`config.mk`:
```
export PLATFORM = sky130hd
export DESIGN_NAME = instruction_fetch
export DESIGN_NICKNAME = d
export VERILOG_FILES = /design/src/rtl/instruction_fetch.sv
export SDC_FILE = /design/constraint.sdc
export NUM_CORES = 1
export LEC_CHECK = 0
export BUFFER_PORTS_ARGS = -buffer_cell sky130_fd_sc_hd__buf_2
export CORE_MARGIN = 5
export CORE_UTILIZATION = 30
export DETAILED_ROUTE_END_ITERATION = 7
export GPL_TIMING_DRIVEN = 0
export HOLD_SLACK_MARGIN = 0.1
export PLACE_DENSITY_LB_ADDON = 0.1
export RECOVER_POWER = 100
export SLEW_MARGIN = 20
export SYNTH_ARGS = -nofsm -noshare
export SYNTH_HDL_FRONTEND = slang
export SYNTH_SLANG_ARGS = --single-unit
```
`constraint.sdc`:
```
create_clock -name clk -period 4.87 [get_ports clk]
set_clock_uncertainty 0.2 [all_clocks]
set_input_delay 0.2435 -clock clk [delete_from_list [all_inputs] [get_ports clk]]
set_output_delay 0.2435 -clock clk [all_outputs]
set_load 0.02 [all_outputs]
```
`src/rtl/instruction_fetch.sv`:
```
`default_nettype none
// ============================================================================
//  Module   : instruction_fetch
//  Brief    : MIPS IF stage with one outstanding imem request, a one-entry
//             hold buffer and delay-slot-aware redirect handling.
//             Optional IF_ALIGN_CHECK_EN adds a sticky addr_error output.
//  Revision : 1.0 - initial release
// ============================================================================
module instruction_fetch #(
    parameter logic [31:0] RESET_PC = 32'h0000_0000
) (
    input  logic        clk,
    input  logic        rst,
`ifdef IF_ALIGN_CHECK_EN
    output logic        addr_error,
`endif
    input  logic        stall,
    input  logic        jump_branch,
    input  logic        jump_target,
    input  logic        jump_reg,
    input  logic [31:0] jr_pc,
    output logic        imem_req,
    output logic [31:0] imem_addr,
    input  logic [31:0] imem_rdata,
    input  logic        imem_rvalid,
    output logic [31:0] pc_id,
    output logic [31:0] instr_id,
    output logic        instr_valid_id
);

    logic        r_outstanding;
    logic [31:0] r_req_pc;
    logic [31:0] r_last_req_pc;
    logic        r_hold_valid;
    logic [31:0] r_hold_instr;
    logic [31:0] r_hold_pc;
    logic        r_redir_pending;
    logic [31:0] r_redir_pc;
    logic [31:0] r_ds_pc;

    logic        w_accept;
    logic        w_advance;
    logic        w_capture;
    logic        w_issue;
    logic        w_redir_eligible;
    logic [31:0] w_pc_id_plus4;
    logic [31:0] w_branch_target;
    logic [31:0] w_target_raw;
    logic [31:0] w_target;
    logic [31:0] w_ds_pc;
    logic [31:0] w_redir_addr;

    // Responses with nothing in flight (e.g. issued before a reset) are dropped.
    assign w_accept  = imem_rvalid & r_outstanding;
    assign w_advance = ~stall | ~instr_valid_id;

    // Only one redirect may be tracked; the delay slot must come first anyway.
    assign w_capture = instr_valid_id & w_advance & ~r_redir_pending
                     & (jump_branch | jump_target | jump_reg);

    assign w_pc_id_plus4   = pc_id + 32'd4;
    assign w_branch_target = w_pc_id_plus4 + {{14{jr_pc[17]}}, jr_pc[17:0]};
    assign w_target_raw    = jump_reg    ? jr_pc :
                             jump_target ? {pc_id[31:28], instr_id[25:0], 2'b00} :
                                           w_branch_target;

`ifdef IF_ALIGN_CHECK_EN
    assign w_target = {w_target_raw[31:2], 2'b00};
`else
    assign w_target = w_target_raw;
`endif

    assign w_ds_pc          = w_capture ? w_pc_id_plus4 : r_ds_pc;
    assign w_redir_addr     = w_capture ? w_target : r_redir_pc;
    assign w_redir_eligible = (w_capture | r_redir_pending) & (r_last_req_pc == w_ds_pc);

    // A request is held back whenever its response could find both ID and
    // the hold buffer occupied; a draining hold buffer frees the slot.
    assign w_issue = ~rst & (~r_outstanding | w_accept)
                   & ~(~w_advance & (r_hold_valid | w_accept));

    assign imem_req  = w_issue;
    assign imem_addr = w_redir_eligible ? w_redir_addr : r_req_pc;

    always_ff @(posedge clk) begin
        if (rst) begin
            r_outstanding   <= 1'b0;
            r_req_pc        <= RESET_PC;
            r_last_req_pc   <= RESET_PC;
            r_hold_valid    <= 1'b0;
            r_hold_instr    <= 32'h0;
            r_hold_pc       <= RESET_PC;
            r_redir_pending <= 1'b0;
            r_redir_pc      <= RESET_PC;
            r_ds_pc         <= RESET_PC;
            pc_id           <= RESET_PC;
            instr_id        <= 32'h0;
            instr_valid_id  <= 1'b0;
        end else begin
            if (w_issue) begin
                r_outstanding <= 1'b1;
                r_last_req_pc <= imem_addr;
                r_req_pc      <= imem_addr + 32'd4;
            end else if (w_accept) begin
                r_outstanding <= 1'b0;
            end

            if (w_advance) begin
                if (r_hold_valid) begin
                    pc_id          <= r_hold_pc;
                    instr_id       <= r_hold_instr;
                    instr_valid_id <= 1'b1;
                    r_hold_valid   <= w_accept;
                    if (w_accept) begin
                        r_hold_instr <= imem_rdata;
                        r_hold_pc    <= r_last_req_pc;
                    end
                end else if (w_accept) begin
                    pc_id          <= r_last_req_pc;
                    instr_id       <= imem_rdata;
                    instr_valid_id <= 1'b1;
                end else begin
                    instr_id       <= 32'h0;
                    instr_valid_id <= 1'b0;
                end
            end else if (w_accept) begin
                r_hold_valid <= 1'b1;
                r_hold_instr <= imem_rdata;
                r_hold_pc    <= r_last_req_pc;
            end

            if (w_issue && w_redir_eligible) begin
                r_redir_pending <= 1'b0;
            end else if (w_capture) begin
                r_redir_pending <= 1'b1;
                r_redir_pc      <= w_target;
                r_ds_pc         <= w_pc_id_plus4;
            end
        end
    end

`ifdef IF_ALIGN_CHECK_EN
    always_ff @(posedge clk) begin
        if (rst) begin
            addr_error <= 1'b0;
        end else if (w_capture && (w_target_raw[1:0] != 2'b00)) begin
            addr_error <= 1'b1;
        end
    end
`endif

endmodule
`default_nettype wire

```
# Yosys cells after proc, flatten, opt, wreduce, memory -nomap -nowiden
# Index checks and enable logic that the tools add are counted.
dict set report word_totals {
  regBits 260
  output_inout_bits 98
  word_cells 66
}
dict set report op_classes {
  addsub 3
  n_eq_ne 2
  n_mux 22
  bitwise_logic 21
  reduce_logical 6
}
# operator n
set ops {}
lappend ops {{$mux W32} 15}
lappend ops {{$add A32 B3 Y32 const B} 2}
lappend ops {{$add A32 B32 Y32} 1}
lappend ops {{$eq A32 B32 Y1} 1}
lappend ops {{$and A1 B1 Y1} 8}
lappend ops {{$mux W1} 7}
lappend ops {{$not A1 Y1} 7}
lappend ops {{$or A1 B1 Y1} 6}
lappend ops {{$reduce_bool A2 Y1} 3}
lappend ops {{$ne A2 B2 Y1 const B} 1}
lappend ops {{$reduce_and A2 Y1} 1}
lappend ops {{$reduce_or A2 Y1} 1}
lappend ops {{$logic_and A1 B1 Y1} 1}

# Logic depth before layout (Yosys ltp)
# Gate-level depths: netlist of run 1.
dict set report depth {
  depth_word 10
  ltp_mapped 24
  depth_no_buf 20
}

# Worst setup path before layout of run 1
# No wires, ideal clock.
dict set report synth_timing {
  path_type {register -> register}
  startpoint {reg pc_id[3]}
  endpoint {reg r_req_pc[30]}
  setup_ps 127
  t_arrival_ps 5128
  required_time_ps 4543
  setup_slack_ps -584
  stages_incl_launch_ff 22
  n_path_buf 3
  period_less_slack_ps 5454
  path_cell_list {dfxtp_1 -> ha_1 -> and3_1 -> buf_2 -> nand2_1 -> a32o_1 -> or3_1 -> a2111oi_0 -> and4_1 -> o2111a_1 -> buf_2 -> buf_1 -> mux2i_1 -> inv_1 -> ha_1 -> nand3_1 -> or2_2 -> mux2i_2 -> nand4bb_2 -> nor4_1 -> xnor2_1 -> o21ai_1}
}
dict set report synth_via {
  word_cells_on_any_way 10
}
# element line
set synth_rtl {}
lappend synth_rtl {{from (decl)} 26} ;# output logic [31:0] pc_id,
lappend synth_rtl {{from (signal assigned)} 110} ;# pc_id <= r_hold_pc;
lappend synth_rtl {{from (signal assigned)} 119} ;# pc_id <= r_last_req_pc;
lappend synth_rtl {{$add A32 B3 Y32} 61} ;# assign w_pc_id_plus4 = pc_id + 32'd4;
lappend synth_rtl {{$mux W32} --}
lappend synth_rtl {{$eq A32 B32 Y1} 75} ;# assign w_redir_eligible = (w_capture | r_redir_pending) & (r_last_req_pc == w_ds_pc);
lappend synth_rtl {{$and A1 B1 Y1} 75}
lappend synth_rtl {{$mux W32} 83} ;# assign imem_addr = w_redir_eligible ? w_redir_addr : r_req_pc;
lappend synth_rtl {{via imem_addr[2]} 23} ;# output logic [31:0] imem_addr,
lappend synth_rtl {{$add A32 B3 Y32} 103} ;# r_req_pc <= imem_addr + 32'd4;
lappend synth_rtl {{to (signal assigned)} 103}
lappend synth_rtl {{to (decl)} 32} ;# logic [31:0] r_req_pc;
# The timed path passes the listed nets, and every way through them passes these cells.
# A chain may end at the register's enable or synchronous reset.

# Worst setup path in the final report of run 1
dict set report layout_timing {
  startpoint {reg pc_id[8]}
  endpoint {reg r_req_pc[31]}
}
dict set report layout_via {
  elab_chain_cells 7
  word_cells_on_any_way 10
}
# element line
set layout_lines {}
lappend layout_lines {{$add A32 B3 Y32 (*)} 61}
lappend layout_lines {{$add A32 B32 Y32} 62} ;# assign w_branch_target = w_pc_id_plus4 + {{14{jr_pc[17]}}, jr_pc[17:0]};
lappend layout_lines {{$mux W32} 64} ;# jump_target ? {pc_id[31:28], instr_id[25:0], 2'b00} :
lappend layout_lines {{$mux W32} 63} ;# assign w_target_raw = jump_reg ? jr_pc :
lappend layout_lines {{$mux W32} --}
lappend layout_lines {{$mux W32 (*)} 83}
lappend layout_lines {{$add A32 B3 Y32 (*)} 103}
# Mark *: on every way between the ends. The rest lies on a longest branch, timed or not.

==> run summary, run 1 <==
PwrDens - 267.3 mW/mm2
Crit path time final - 5.006 ns
First-pass GRT wire length - 116.5 mm
Vias - 18160
Top Usage Layer GRT - met2
Largest area contributor in the synthesized netlist - dfxtp_1
DIE WIDTH - 240.8 um
Place WS - -2.056 ns
GRT Total Usage - 26.81%
Sequential fraction of the synthesis area - 32.33%
Number of setup violations in the final report - 10
Async S/R FF share, synth - 0%
Number of vias per cell - 5.582
Critical-path top delay cell - or4_4
Most used cell, CP - buf_4
DRT iter0 DRCs - 1435
Worst Hold End - r_redir_pc[1]
Sink Count - 258
FF-to-FF path depth - 22
Internal - 4.228 mW
# H-tree levels - 2
Root Buffer - clkbuf_16
Vias in the first global route - 17230
Post-Syn Area - 0.01598 mm2
Cell with the most instances after synthesis - nand2_1
Measured slew at the worst slew-check pin - 1.172 ns
Clock-pin slew on the worst setup and hold paths - 0.06 ns
Post-DP HPWL - 60.26 mm
Worst VDD drop - 240.2 uV
Mapped Cells - 2122
Row count - 84
FF+latch count, synth - 258
Initial antenna violation count - 6
Final #Nets - 2647
Area contributors post-synth - dfxtp_1 (32%), nand2_1 (8.0%), a21oi_1 (6.5%)
Relative slew slack - 21.83%
Synth top area share - 32.33%
Design Power - 6.166 mW
Clock share of power - 40.8%
Clk Latency, worst-skew pair - 0.55 ns
Met2 Track Usage GR - 43.61%
Syn_nets - 2228
Maximum fanout along the worst path - 7
Max cap viols - 0
Delay-heaviest family, CP - simple AND/OR/NAND/NOR gates
Pins Over Slew Limit - 0
Sequential share of power - 36.6%
Gpl congestion - 0.9705
Final Cycle Share - 102.8%
RSZ-0062 raised after global routing - yes
CTS tree - done
Number of synthesized flops with an enable pin - 0
WP data arrival - 5.24 ns
Outcome - finished with violations
Routed WL - 81.40 mm
Initial Utilization - 30.34%
Core Area - 0.05266 mm2
Synth Warn # - 0
Max Buffers Root-to-Sink - 3
Critical-path cell list - buf_8 > nand3_4 > buf_6 > nor4_4 > buf_4 > xnor2_4 > inv_2 > ha_4 > a21oi_4 > o21bai_4 > or3_4 > or4_4 > a31oi_4 > xnor2_2 > o21ai_4 > or3b_4 > o31ai_4 > buf_4 > nand3_1 > nor2_1 > a21oi_1 > a21o_1
Main synth FF type - dfxtp_1
WP buf/inv - 5
DRC violations left - 0
Sw power - 1.938 mW
Gr ovfl total - 0
CP Capture Type - flop
Pin count of the biggest net entering global routing - 19
Layout cells sized above 1 - 28.08%
Crit Reg-Reg Endpoint - r_req_pc[31]
Hold Path Class - input port to flop
Fill cells - 5385
GR Util met1 - 34.34%
Kind of critical path - flop to flop
Hold Vio Cnt, Final - 0
Area Overhead vs Synth - 44.39%
Post-synth top cells - nand2_1 (340), dfxtp_1 (258), a21oi_1 (207)
CP max stage delay - 0.47 ns
Number of iterations in the first detailed-routing pass - 5
ANT nets after route - 0
CP startpoint kind - flop
Met3 usage in global routing - 5.188%
Failing checks - negative setup slack
Hold Crit Start - jr_pc[1]
Final setup TNS - -0.7996 ns
Stages on the worst setup path - 22
Sw frac - 31.43%
WHS Path Cells - 5
Syn Area/Cell - 7.530 um2
Fin worst setup slack - -0.1361 ns
Comb pwr share - 22.6%
Crit path required time - 5.11 ns
R2R Path Start - pc_id[8]
PortBufs - 166
WL/cell - 25.02 um
Total leakage power - 8.573 nW
Die Height - 240.8 um
Reg2Reg Setup Slack - -0.14 ns
FMAX - 0.1998 GHz
Full die area - 0.05798 mm2
CTS Buf Count - 35
Netlist cell types - 95
Ports - 169
## per-stage QoR
| stage | cell area (um2) | utilization, % | instances | hold slack [ns] |
|---|---|---|---|---|
| floorplan | 16070 | - | 2122 | 0.1795 |
| global placement | 17760 | 33.72 | 2976 | 0.2396 |
| detailed placement | 17790 | 33.78 | 2977 | 0.2461 |
| CTS | 21760 | 41.32 | 3170 | 0.1340 |
| global route | 23070 | 43.81 | 3253 | 0.1918 |
| finish | 23070 | 43.81 | 3254 | 0.1650 |
## timing repair
item | 4_1_cts | 5_1_grt
resized for setup | 365 | 178
endpoints found under the setup margin | 149 | 92
hold endpoints to repair | 71 | 0
pin swaps | 83 | 103
hold buffers | 40 | 0
cloned | 2 | 0
setup buffers | 103 | 84
## tightest hold or removal path, cell delays in order
cell and delay (ns):
buf_2 0.12, a21oi_1 0.16, o21ai_0 0.17, nand2_1 0.10, a21oi_1 0.06
## metal layers
layer,vias up,routed length (um)
met1,8822,33480
met3,214,5745
met4,8,4728
met5,-,60
met2,708,37390
li1,8412,-
## worst max path at each step
stage                     slack (ns)      startpoint             to
after global routing           -0.32       pc_id[18]  imem_addr[31]
after CTS                      -0.09        pc_id[2]  imem_addr[31]
after global placement         -2.11  instr_valid_id   r_req_pc[26]
after detailed placement       -2.06        pc_id[2]   r_req_pc[26]
after floorplan               -0.005        pc_id[3]   r_req_pc[30]
final                          -0.14        pc_id[8]   r_req_pc[31]
## layout by cell type (no fill, tap or decap), types with 13 or more instances in the layout
cell           instances
buf_6                 31
o21ai_2               17
a21oi_1              191
mux2i_4               14
o31ai_1               13
nand3b_1              30
buf_4                167
xnor2_1               41
a31oi_1               17
inv_2                 14
or3_1                 18
nand3_1               29
nor3_1                72
xor2_1                20
o22ai_1               16
dfxtp_1              234
clkbuf_1             160
nand4_1               19
o21ai_0               53
buf_2                117
a211oi_1              56
and3_1                22
nand2_1              324
a21o_1                22
nor2_1               187
dlygate4sd3_1         40
mux2i_1               75
clkbuf_16             38
dfxtp_4               16
inv_1                 51
ha_4                  22
## flip-flops by register name (all words and copies together), names as in the netlist, 30 cells and up
register,count
instr_id,32
pc_id,32
r_ds_pc,32
r_hold_instr,32
r_hold_pc,32
r_last_req_pc,30
r_redir_pc,32
r_req_pc,32
## kinds of logic after synthesis
logic type | Yosys count | share of synthesized area [%]
DFF | 258 | 32.33
xor gates and xnor gates | 91 | 5.341
muxes | 100 | 6.398
and+or+nand+nor | 868 | 26.01
buffers and inverters | 228 | 5.599
AOI/OAI and AO/OA | 541 | 21.48
adders and majority gates | 36 | 2.850
## area by class of cell
| cell class | instances | area, um2 | share of cell area (%) |
|---|---|---|---|
| Antenna cell | 2 | 5.005 | 0.02169 |
| Tap cell | 688 | 860.8 | 3.731 |
| Multi-Input combinational cell | 1637 | 12050 | 52.23 |
| Clock buffer | 52 | 1022 | 4.431 |
| Buffer | 151 | 848.3 | 3.677 |
| Clock inverter | 8 | 71.32 | 0.3091 |
| Sequential cell | 258 | 5235 | 22.69 |
| Inverter | 66 | 251.5 | 1.090 |
| Timing Repair Buffer | 392 | 2725 | 11.81 |
## power groups by stage
stage                     clock network [mW]  logic (mW)  registers, mW
final                                   2.52        1.39           2.26
after global routing                    2.66        1.47           2.26
after CTS                               2.56        1.24           2.26
after detailed placement                   0       0.998           2.29
after global placement                     0       0.996           2.29
after floorplan                            0       0.595           2.29
Note: power is estimated with default switching activity, not from simulation.
==> run 2: changes to the inputs <==
--- a/config.mk
+++ b/config.mk
@@ -11,7 +11,7 @@
 export DETAILED_ROUTE_END_ITERATION = 7
 export GPL_TIMING_DRIVEN = 0
 export HOLD_SLACK_MARGIN = 0.1
-export PLACE_DENSITY_LB_ADDON = 0.1
+export PLACE_DENSITY = 0.46
 export RECOVER_POWER = 100
 export SLEW_MARGIN = 20
 export SYNTH_ARGS = -nofsm -noshare
==> run 2 against run 1 <==
The flow still finishes with violations (negative setup slack). Worst hold slack worse by 0.025 ns. Sequential cell count unchanged. First-iteration DRC count increased by 5.9%. Routed wire length fell by 1.1%. Critical path type is now flop to output pin. Critical endpoint is now imem_addr[28].
==> run summary, run 2 (synthesis results as in run 1) <==
Sw frac - 31.25%
Final #Nets - 2630
Gpl congestion - 0.9510
Measured slew at the worst slew-check pin - 1.226 ns
CTS Buf Count - 35
Fin util - 43.55%
Sequential share of power - 36.4%
Sink Count - 258
Clock-pin slew on the worst setup and hold paths - 0.06 ns
CP startpoint kind - flop
Max cap viols - 0
Max Buffers Root-to-Sink - 3
Hold Crit Start - jr_pc[1]
# H-tree levels - 2
WL/cell - 24.89 um
Crit path time final - 5.047 ns
Pin count of the biggest net entering global routing - 19
Footprint of the multi-input gates - 0.01201 mm2
Fill cells - 5297
Number of iterations in the first detailed-routing pass - 6
Layout cells sized above 1 - 27.85%
Outcome - finished with violations
Vias in the first global route - 17050
DIE WIDTH - 240.8 um
Critical-path top delay cell - a211oi_4
Hold Vio Cnt, Final - 0
R2R Path Start - pc_id[3]
CP startpoint - pc_id[8]
Clk Latency, worst-skew pair - 0.55 ns
Post-DP HPWL - 60.05 mm
Die Height - 240.8 um
Vias - 18130
FMAX - 0.1981 GHz
PortBufs - 166
Final Cycle Share - 103.6%
ANT nets after route - 0
Most common cell after layout, fill and taps aside - nand2_1
Maximum fanout along the worst path - 6
Failing checks - negative setup slack
Root Buffer - clkbuf_16
PwrDens - 270.9 mW/mm2
DRT iter0 DRCs - 1519
Row count - 84
WP buf/inv - 5
Kind of critical path - flop to output pin
Most frequent cells in the layout - nand2_1 (322), dfxtp_1 (236), a21oi_1 (191)
Ports - 169
Number of setup violations in the final report - 19
Number of vias per cell - 5.601
DRC violations left - 0
Core Area - 0.05266 mm2
Comb pwr share - 22.0%
Most used cell, CP - inv_2
Gr ovfl total - 0
Pins Over Slew Limit - 0
Internal - 4.269 mW
Sw power - 1.941 mW
Reg area - 0.005228 mm2
Delay-heaviest family, CP - compound AO/OA/AOI/OAI gates
First-pass GRT wire length - 114.1 mm
Area Overhead vs Synth - 43.51%
Relative slew slack - 18.30%
Full die area - 0.05798 mm2
Initial Utilization - 30.34%
RSZ-0062 raised after global routing - yes
Clock share of power - 41.6%
CP max stage delay - 0.46 ns
Initial antenna violation count - 6
Final setup TNS - -1.743 ns
Total leakage power - 8.558 nW
CTS tree - done
WP data arrival - 4.60 ns
Fin worst setup slack - -0.1772 ns
GRT Total Usage - 26.35%
Hold Path Class - input port to flop
Crit path required time - 4.43 ns
CP Capture Type - output pin
Critical-path cell list - buf_8 > nand3_4 > buf_12 > nor4_4 > nand2_2 > xor2_4 > inv_2 > ha_4 > a21o_1 > a31o_2 > a221o_1 > nor2_4 > a21oi_4 > a211oi_2 > xor2_2 > a211oi_4 > mux2i_4 > inv_2 > buf_6
Worst VDD drop - 226.7 uV
Routed WL - 80.53 mm
[run 2: cell count changes in the layout (fill, tap and decap cells not counted), moves of 4 or more]
cell,change
nand3_4,-4
buf_4,-7
nor2_2,-6
clkbuf_8,+4
nor2_4,+8
xnor2_2,+4
nand3_1,+4
o21ai_2,-4
clkbuf_1,-5
[run 2: routing by layer]
layer,track usage [%],vias to the layer above,wire length (um)
li1,-,8373,-
met4,13.11,8,4677
met2,42.95,763,36820
met1,33.83,8782,33100
met5,0,-,45
met3,4.514,200,5891
[run 2: per-stage QoR]
step	area, um2	total power [mW]	setup WS [ns]	hold WS [ns]	std cells
global placement	17760	3.283	-2.114	0.2401	2976
CTS	21470	6.098	-0.1385	0.1178	3149
floorplan	16070	2.890	-0.005134	0.1795	2122
detailed placement	17790	3.289	-1.940	0.2446	2977
finish	22930	6.211	-0.1772	0.1404	3236
global route	22920	6.413	-0.3489	0.1861	3234
[run 2: final timing paths]
path | cells past startpoint | to | slack [ns]
hold reg to reg | 2 | r_hold_instr[7] | 0.25
setup / recovery | 19 | imem_addr[28] | -0.18
setup reg to reg | 22 | r_req_pc[30] | -0.17
hold / removal | 5 | r_req_pc[1] | 0.14
[run 2: what timing repair did]
action / 4_1_cts / 5_1_grt
setup endpoints to repair: 149 / 97
setup buffers: 85 / 90
endpoints found under the hold margin: 70 / 0
hold buffers: 37 / 0
pin swaps: 76 / 82
resized for setup: 337 / 208
gates cloned: 0 / 0
[run 2: final cells by class]
type / count / area share (%)
inverters: 66 / 1.080
clock buffers: 51 / 4.616
flip-flops and latches: 258 / 22.80
diodes: 2 / 0.02183
clock inverters: 8 / 0.3329
repair buffers: 377 / 11.32
plain buffers: 150 / 3.678
multi-input cells: 1636 / 52.40
well taps: 688 / 3.754
[run 2: power by group through the flow]
stage	Sequential, mW	Clock, mW	Combinational, mW
2_1_floorplan	2.29	0	0.595
4_1_cts	2.25	2.62	1.22
3_3_place_gp	2.29	0	0.992
5_1_grt	2.26	2.70	1.44
3_5_place_dp	2.29	0	0.996
6_report	2.26	2.58	1.37
[run 2: worst reg2reg max path, delay by kind of cell (launching register included)]
kind	cells	cell delay (ns)
adders and majority gates	1	0.19
muxes	2	0.30
AOI/OAI and AO/OA	5	1.41
buffers and inverters	6	0.81
and+or+nand+nor	6	1.31
xor gates and xnor gates	2	0.29
DFF	1	0.38
